## src/rtl/mem_lsu_wb.sv

```systemverilog
// mem_lsu_wb: load/store unit and MEM/WB pipeline register for the MIPS core.
//
// A memory op presented in IDLE raises stall, and its request fields are
// captured into registers as the FSM enters WAIT. The handshaked data-memory
// port (dmem_req held until dmem_ack) then completes the access. On ack the
// op retires into the MEM/WB register. After TIMEOUT unacked WAIT cycles the
// access is abandoned: bus_err pulses and a bubble retires. Branch resolution
// (pc_src) is combinational from the live EX/MEM fields.
//
// Optional feature macro: MISALIGN_TRAP_EN. When it is defined, misaligned
// halfword/word accesses are trapped, pulse misalign_err and retire as bubbles.
// When it is undefined, low address bits are ignored and misalign_err is tied 0.
//
// Ports:
//   clk, reset           - clock, asynchronous active-high reset
//   in_addr_mem          - ALU result / byte address
//   write_data           - store data
//   memory_bus           - [0]MemWrite [1]MemRead [2]Branch [3]unsigned
//                          [4]LH [5]LB [6]SH [7]SB [8]BranchNotEqual
//   in_writeBack_bus, in_write_reg, halt_flag_m - WB controls from EX/MEM
//   zero_flag, in_pc_branch                     - branch inputs
//   dmem_req/we/addr/wdata/be, dmem_rdata/ack   - data-memory port
//   stall                - freezes upstream pipeline stages
//   pc_src, out_pc_branch                       - branch outputs
//   read_data, out_addr_mem, out_writeBack_bus, out_write_reg,
//   out_halt_flag_m      - registered MEM/WB outputs
//   bus_err, misalign_err - one-cycle error pulses
module mem_lsu_wb #(
  parameter int LEN_DATA    = 32,
  parameter int NUM_BITS    = 5,
  parameter int ADDR_W      = 11,
  parameter int LEN_MEM_BUS = 9,
  parameter int LEN_WB_BUS  = 2,
  parameter int TIMEOUT     = 15
) (
  input  logic                   clk,
  input  logic                   reset,
  input  logic [LEN_DATA-1:0]    in_addr_mem,
  input  logic [LEN_DATA-1:0]    write_data,
  input  logic [LEN_MEM_BUS-1:0] memory_bus,
  input  logic [LEN_WB_BUS-1:0]  in_writeBack_bus,
  input  logic [NUM_BITS-1:0]    in_write_reg,
  input  logic                   zero_flag,
  input  logic [LEN_DATA-1:0]    in_pc_branch,
  input  logic                   halt_flag_m,
  output logic                   dmem_req,
  output logic                   dmem_we,
  output logic [ADDR_W-1:0]      dmem_addr,
  output logic [LEN_DATA-1:0]    dmem_wdata,
  output logic [3:0]             dmem_be,
  input  logic [LEN_DATA-1:0]    dmem_rdata,
  input  logic                   dmem_ack,
  output logic                   stall,
  output logic                   pc_src,
  output logic [LEN_DATA-1:0]    out_pc_branch,
  output logic [LEN_DATA-1:0]    read_data,
  output logic [LEN_DATA-1:0]    out_addr_mem,
  output logic [LEN_WB_BUS-1:0]  out_writeBack_bus,
  output logic [NUM_BITS-1:0]    out_write_reg,
  output logic                   out_halt_flag_m,
  output logic                   bus_err,
  output logic                   misalign_err
);

  typedef enum logic {S_IDLE = 1'b0, S_WAIT = 1'b1} state_t;

  localparam logic [7:0] CNT_LAST = 8'(TIMEOUT - 1);

  function automatic logic [LEN_DATA-1:0] load_extract(input logic [LEN_DATA-1:0] w,
                                                       input logic [1:0] off,
                                                       input logic b, input logic h,
                                                       input logic u);
    logic [7:0]  by;
    logic [15:0] hw;
    by = w[{off, 3'b000} +: 8];
    hw = off[1] ? w[31:16] : w[15:0];
    if (b)      return u ? {{(LEN_DATA-8){1'b0}}, by}  : {{(LEN_DATA-8){by[7]}}, by};
    else if (h) return u ? {{(LEN_DATA-16){1'b0}}, hw} : {{(LEN_DATA-16){hw[15]}}, hw};
    else        return w;
  endfunction

  // Decode; the width selects come from different bus bits for loads and stores.
  logic mem_wr, mem_rd, mem_op, ld_uns, is_byte, is_half, trap_c;
  assign mem_wr  = memory_bus[0];
  assign mem_rd  = memory_bus[1];
  assign mem_op  = mem_wr | mem_rd;
  assign ld_uns  = memory_bus[3];
  assign is_byte = mem_wr ? memory_bus[7] : memory_bus[5];
  assign is_half = ~is_byte & (mem_wr ? memory_bus[6] : memory_bus[4]);

`ifdef MISALIGN_TRAP_EN
  assign trap_c = mem_op & ((is_half & in_addr_mem[0]) |
                            (~is_byte & ~is_half & (in_addr_mem[1:0] != 2'b00)));
`else
  assign trap_c = 1'b0;
`endif

  state_t                state_q, state_d;
  logic [7:0]            cnt_q, cnt_d;
  logic                  dmem_req_q, dmem_req_d, dmem_we_q, dmem_we_d;
  logic [ADDR_W-1:0]     dmem_addr_q, dmem_addr_d;
  logic [LEN_DATA-1:0]   dmem_wdata_q, dmem_wdata_d;
  logic [3:0]            dmem_be_q, dmem_be_d;
  // Captured request fields, used when the op retires on ack.
  logic                  rq_uns_q, rq_uns_d, rq_byte_q, rq_byte_d, rq_half_q, rq_half_d;
  logic [LEN_DATA-1:0]   rq_addr_q, rq_addr_d;
  logic [LEN_WB_BUS-1:0] rq_wb_q, rq_wb_d;
  logic [NUM_BITS-1:0]   rq_reg_q, rq_reg_d;
  logic                  rq_halt_q, rq_halt_d;
  // MEM/WB register.
  logic [LEN_DATA-1:0]   read_data_q, read_data_d, addr_mem_q, addr_mem_d;
  logic [LEN_WB_BUS-1:0] wb_q, wb_d;
  logic [NUM_BITS-1:0]   wreg_q, wreg_d;
  logic                  halt_q, halt_d, bus_err_q, bus_err_d;

  logic issue, wait_st, tmo_c;
  assign issue   = (state_q == S_IDLE) & mem_op & ~trap_c;
  assign wait_st = (state_q == S_WAIT);
  // Last unacked WAIT cycle: leave WAIT without asserting stall.
  assign tmo_c   = wait_st & ~dmem_ack & (cnt_q == CNT_LAST);
  assign stall   = issue | (wait_st & ~dmem_ack & ~tmo_c);

  always_comb begin
    state_d      = state_q;
    cnt_d        = cnt_q;
    dmem_req_d   = dmem_req_q;
    dmem_we_d    = dmem_we_q;
    dmem_addr_d  = dmem_addr_q;
    dmem_wdata_d = dmem_wdata_q;
    dmem_be_d    = dmem_be_q;
    rq_uns_d     = rq_uns_q;
    rq_byte_d    = rq_byte_q;
    rq_half_d    = rq_half_q;
    rq_addr_d    = rq_addr_q;
    rq_wb_d      = rq_wb_q;
    rq_reg_d     = rq_reg_q;
    rq_halt_d    = rq_halt_q;
    read_data_d  = read_data_q;
    addr_mem_d   = addr_mem_q;
    // Bubble unless an op retires this cycle.
    wb_d         = '0;
    wreg_d       = '0;
    halt_d       = 1'b0;
    bus_err_d    = 1'b0;
    case (state_q)
      S_IDLE: begin
        if (issue) begin
          state_d      = S_WAIT;
          cnt_d        = 8'd0;
          dmem_req_d   = 1'b1;
          dmem_we_d    = mem_wr;
          dmem_addr_d  = in_addr_mem[ADDR_W+1:2];
          if (mem_wr && is_byte) begin
            dmem_be_d    = 4'b0001 << in_addr_mem[1:0];
            dmem_wdata_d = {4{write_data[7:0]}};
          end else if (mem_wr && is_half) begin
            dmem_be_d    = 4'b0011 << {in_addr_mem[1], 1'b0};
            dmem_wdata_d = {2{write_data[15:0]}};
          end else begin
            dmem_be_d    = 4'b1111;
            dmem_wdata_d = write_data;
          end
          rq_uns_d  = ld_uns;
          rq_byte_d = is_byte;
          rq_half_d = is_half;
          rq_addr_d = in_addr_mem;
          rq_wb_d   = in_writeBack_bus;
          rq_reg_d  = in_write_reg;
          rq_halt_d = halt_flag_m;
        end else if (!mem_op) begin
          read_data_d = load_extract(dmem_rdata, in_addr_mem[1:0], is_byte, is_half, ld_uns);
          addr_mem_d  = in_addr_mem;
          wb_d        = in_writeBack_bus;
          wreg_d      = in_write_reg;
          halt_d      = halt_flag_m;
        end
      end
      S_WAIT: begin
        if (dmem_ack) begin
          state_d     = S_IDLE;
          cnt_d       = 8'd0;
          dmem_req_d  = 1'b0;
          read_data_d = load_extract(dmem_rdata, rq_addr_q[1:0], rq_byte_q, rq_half_q, rq_uns_q);
          addr_mem_d  = rq_addr_q;
          wb_d        = rq_wb_q;
          wreg_d      = rq_reg_q;
          halt_d      = rq_halt_q;
        end else if (tmo_c) begin
          state_d    = S_IDLE;
          cnt_d      = 8'd0;
          dmem_req_d = 1'b0;
          bus_err_d  = 1'b1;
        end else begin
          cnt_d = cnt_q + 8'd1;
        end
      end
      default: state_d = S_IDLE;
    endcase
  end

  always_ff @(posedge clk or posedge reset) begin
    if (reset) begin
      state_q      <= S_IDLE;
      cnt_q        <= '0;
      dmem_req_q   <= 1'b0;
      dmem_we_q    <= 1'b0;
      dmem_addr_q  <= '0;
      dmem_wdata_q <= '0;
      dmem_be_q    <= '0;
      rq_uns_q     <= 1'b0;
      rq_byte_q    <= 1'b0;
      rq_half_q    <= 1'b0;
      rq_addr_q    <= '0;
      rq_wb_q      <= '0;
      rq_reg_q     <= '0;
      rq_halt_q    <= 1'b0;
      read_data_q  <= '0;
      addr_mem_q   <= '0;
      wb_q         <= '0;
      wreg_q       <= '0;
      halt_q       <= 1'b0;
      bus_err_q    <= 1'b0;
    end else begin
      state_q      <= state_d;
      cnt_q        <= cnt_d;
      dmem_req_q   <= dmem_req_d;
      dmem_we_q    <= dmem_we_d;
      dmem_addr_q  <= dmem_addr_d;
      dmem_wdata_q <= dmem_wdata_d;
      dmem_be_q    <= dmem_be_d;
      rq_uns_q     <= rq_uns_d;
      rq_byte_q    <= rq_byte_d;
      rq_half_q    <= rq_half_d;
      rq_addr_q    <= rq_addr_d;
      rq_wb_q      <= rq_wb_d;
      rq_reg_q     <= rq_reg_d;
      rq_halt_q    <= rq_halt_d;
      read_data_q  <= read_data_d;
      addr_mem_q   <= addr_mem_d;
      wb_q         <= wb_d;
      wreg_q       <= wreg_d;
      halt_q       <= halt_d;
      bus_err_q    <= bus_err_d;
    end
  end

`ifdef MISALIGN_TRAP_EN
  logic misalign_err_q, misalign_err_d;
  assign misalign_err_d = trap_c & (state_q == S_IDLE);
  always_ff @(posedge clk or posedge reset) begin
    if (reset) misalign_err_q <= 1'b0;
    else       misalign_err_q <= misalign_err_d;
  end
  assign misalign_err = misalign_err_q;
`else
  assign misalign_err = 1'b0;
`endif

  assign dmem_req          = dmem_req_q;
  assign dmem_we           = dmem_we_q;
  assign dmem_addr         = dmem_addr_q;
  assign dmem_wdata        = dmem_wdata_q;
  assign dmem_be           = dmem_be_q;
  assign read_data         = read_data_q;
  assign out_addr_mem      = addr_mem_q;
  assign out_writeBack_bus = wb_q;
  assign out_write_reg     = wreg_q;
  assign out_halt_flag_m   = halt_q;
  assign bus_err           = bus_err_q;
  assign pc_src            = memory_bus[2] & (memory_bus[8] ? ~zero_flag : zero_flag);
  assign out_pc_branch     = in_pc_branch;

endmodule

```

## config.mk

```make
export PLATFORM = sky130hd
export DESIGN_NAME = mem_lsu_wb
export DESIGN_NICKNAME = d
export VERILOG_FILES = /design/src/rtl/mem_lsu_wb.sv
export SDC_FILE = /design/constraint.sdc
export NUM_CORES = 1
export LEC_CHECK = 0
export ABC_AREA = 1
export CORE_UTILIZATION = 46
export CTS_CLUSTER_SIZE = 16
export DETAILED_ROUTE_END_ITERATION = 7
export GPL_TIMING_DRIVEN = 0
export PLACE_DENSITY = 0.78
export SYNTH_ARGS = -nofsm -noshare
export SYNTH_HDL_FRONTEND = slang
export SYNTH_SLANG_ARGS = --single-unit
export TNS_END_PERCENT = 10
```

## constraint.sdc

```tcl
create_clock -name clk -period 6.75 [get_ports clk]
set_input_delay 1.6875 -clock clk [delete_from_list [all_inputs] [get_ports clk]]
set_output_delay 1.6875 -clock clk [all_outputs]
set_load 0.05 [all_outputs]
```

==> results.yml <==
finish:
  antenna-diode-count: 0
  nNetsFinal: 1713
  fin_cells: 1834
  synthToLayoutAreaGrowth_pct: 40.41
  final_layout_size_suffix_gt1_share_pct: 7.370
  commonest_cells_after_routing_fill_and_taps_aside: "sky130_fd_sc_hd__nand2_1, sky130_fd_sc_hd__clkdlybuf4s50_1, sky130_fd_sc_hd__dfrtp_1"
  layout_commonest_cell: "sky130_fd_sc_hd__nand2_1"
clock_tree:
  cts.path.max_buffers: 2
  numCtsBuffers: 17
  cts_tree: "built"
  h_tree_depth: 4
  clkLatencyLatePin_ns: 0.43
  cts.hold.buffers_added: 0
  cts_root_buffer: "sky130_fd_sc_hd__clkbuf_16"
  postCtsSetupBuffers: 0
  clk_pin_slew_worst_paths_ns: 0.06
  post_cts_resize_count: 0
  cts.sinks: 163
sta:
  finalSetupViolCount: 0
  fin_crit_sh_pct: 89.96
  finalClockSkew_ns: 0.006614
  fin_tns_setup_ns: 0
  slew_limit_headroom_pct: 54.83
  max_slew.worst_pin.slew_ns: 0.6775
  max_clock_freq_ghz: 0.1647
  finalWorstPathRequiredPeriod_ns: 6.073
  maxSlewViolCount: 0
  unrepaired_setup_endpoints_after_global_routing: "false"
  endpoints_failing_hold: 0
setup_path:
  cp.arrival_ns: 4.39
  path_class: "input port to output port"
  crit_required_ns: 5.06
  startpoint_class_of_the_critical_path: "input port"
  cp_max_fo: 10
  cp-end-kind: "output port"
route:
  totalWireLength_um: 32490
  detail_route.drc_violations: 0
  first_pass_iteration_count_of_the_detailed_router: 6
  drt_iter0_drc: 876
  vias: 9845
  via_per_inst: 5.368
  number_of_antenna_violating_nets_in_the_routed_design: 0
  routed_length_per_placed_instance_um: 17.71
logic_synthesis:
  syn-mean-instance-area_um2: 7.057
  post_synth_fa_ha_maj_area_fraction_pct: 0.2788
  ys_warn_count: 0
  synth_top_family_by_area: "simple AND/OR/NAND/NOR gates"
  synth_enable_flop_cells: 0
  synthXorXnorAreaFrac_pct: 0.1951
  netlist_area_um2: 8976
  synth.lib_cells_used.distinct: 29
  synth-compound-area-share_pct: 9.911
  async_reset_ff_share_pct: 100.0
  syn_inst: 1272
  synthSimpleGateAreaFrac_pct: 33.73
  synth_seq_area_share_pct: 45.44
  synth.net_count: 1423
  synth-main-ff-cell: "sky130_fd_sc_hd__dfrtp_1"
  ys_ff_latch: 163
  post_synth_mux_area_share_pct: 0
power:
  cellLeakagePower_nw: 6.095
  vdd_ir_drop_max_uv: 256.9
  design_power_total_mw: 5.572
  cellPowerDensity_nw_per_um2: 442.1
placement:
  gp_congestion: 0.9829
  placed_cells: 1803
  detailed_place_hpwl_um: 23840
  port_buffers: 270
flow_run:
  cap_viol_max_count: 0
global_route:
  first_global_vias: 9373
  global_route_wire_length_before_repair_um: 49910
  pin_count_of_the_biggest_net_entering_global_routing: 90
  grt.total_usage_pct: 32.24
  antenna_found_initial: 0
  aggregate_global_routing_overflow: 0
worst_hold_path:
  min-delay-path-class: "flip-flop to flip-flop"
floorplanning:
  design.core.area_um2: 18890
  fp-row-count: 50
  io_pins: 306
  die_height_um: 141.7
  fp.dieArea_um2: 20080
  die_x_um: 141.7
  start_util_pct: 47.51
run_status:
  run_status: "finished clean"
==> kinds of logic (layout without fill, tap and decap cells) <==
kind of cell,after synthesis,count (layout)
simple gates,746,746
buf+inv,193,495
compound gates,165,165
flops,163,163
fa+ha+maj,2,2
xor+xnor,2,2
other cells,1,1
==> cell type report <==
| class | instances | area (µm²) |
|---|---|---|
| Fill cell | 1679 | 6290 |
| Sequential cell | 163 | 4079 |
| Multi-Input combinational cell | 916 | 3964 |
| Timing Repair Buffer | 271 | 2730 |
| Buffer | 122 | 666.9 |
| Clock buffer | 18 | 439.2 |
| Tap cell | 260 | 325.3 |
| Inverter | 71 | 274.0 |
| Clock inverter | 13 | 125.1 |
==> through the flow <==
step                cell area (µm²)  hold WS (ns)  setup slack [ns]  utilization [%]
floorplan                      8976        0.4492            0.6575                -
global placement              12000        0.4615            -1.557            63.54
detailed placement            12040        0.4653            0.7074            63.72
CTS                           12600        0.4828            0.7125            66.71
global route                  12600        0.4920            0.6155            66.71
finish                        12600        0.4778            0.6774            66.71
==> worst paths after layout <==
path | from | to | slack (ns) | cells after the start
worst min-delay path | rq_addr_q[29]$_DFFE_PP0P_ | rq_addr_q[29]$_DFFE_PP0P_ | 0.48 | 2
min in group asynchronous | reset | out_addr_mem[8]$_DFFE_PP0P_ | 1.72 | 2
worst min register to register | rq_addr_q[29]$_DFFE_PP0P_ | rq_addr_q[29]$_DFFE_PP0P_ | 0.48 | 2
worst max-delay path | memory_bus[0] | stall | 0.68 | 6
worst max register to register | state_q$_DFF_PP0_ | read_data[9]$_DFFE_PP0P_ | 4.76 | 6
max in group asynchronous | reset | rq_half_q$_DFFE_PP0P_ | 4.20 | 3
==> cell usage after synthesis (2+ instances only) <==
library cell               instances  area (µm²)
sky130_fd_sc_hd__a21oi_1          58       290.3
sky130_fd_sc_hd__a31oi_1          33       206.5
sky130_fd_sc_hd__buf_1            12       45.04
sky130_fd_sc_hd__buf_2            26       130.1
sky130_fd_sc_hd__buf_4            45       337.8
sky130_fd_sc_hd__clkbuf_1         38       142.6
sky130_fd_sc_hd__dfrtp_1         163        4079
sky130_fd_sc_hd__ha_1              2       25.02
sky130_fd_sc_hd__inv_1            62       232.7
sky130_fd_sc_hd__inv_2             8       30.03
sky130_fd_sc_hd__nand2_1         475        1783
sky130_fd_sc_hd__nand3_1         124       620.6
sky130_fd_sc_hd__nand4_1          18       112.6
sky130_fd_sc_hd__nor2_1          121       454.2
sky130_fd_sc_hd__nor3_1            3       15.01
sky130_fd_sc_hd__o211ai_1          7       52.55
sky130_fd_sc_hd__o21ai_0          55       275.3
sky130_fd_sc_hd__o21ai_1          10       50.05
sky130_fd_sc_hd__xor2_1            2       17.52
==> layer usage <==
layer | GRT usage (%) | part of all wire, % | up-vias
li1 | - | - | 4613
met1 | 40.47 | 40 | 4638
met2 | 53.31 | 47 | 515
met3 | 7.526 | 9.3 | 79
met4 | 13.70 | 3.6 | 0
met5 | 0 | 0 | -
==> power by group <==
| group | switching, mW | internal, mW | total [mW] | leakage, nW |
|---|---|---|---|---|
| Sequential | 0.222 | 1.35 | 1.57 | 1.96 |
| Combinational | 2.09 | 0.966 | 3.05 | 3.86 |
| Clock | 0.427 | 0.522 | 0.949 | 0.273 |
| Total | 2.74 | 2.84 | 5.57 | 6.09 |
==> worst max-delay path, stage by stage <==
cell	delay [ns]
sky130_fd_sc_hd__clkdlybuf4s50_1	0.54
sky130_fd_sc_hd__o21ai_1	0.40
sky130_fd_sc_hd__buf_2	0.33
sky130_fd_sc_hd__buf_1	0.52
sky130_fd_sc_hd__nand2_1	0.16
sky130_fd_sc_hd__clkdlybuf4s50_1	0.74
Note: power is estimated with default switching activity, not from simulation.
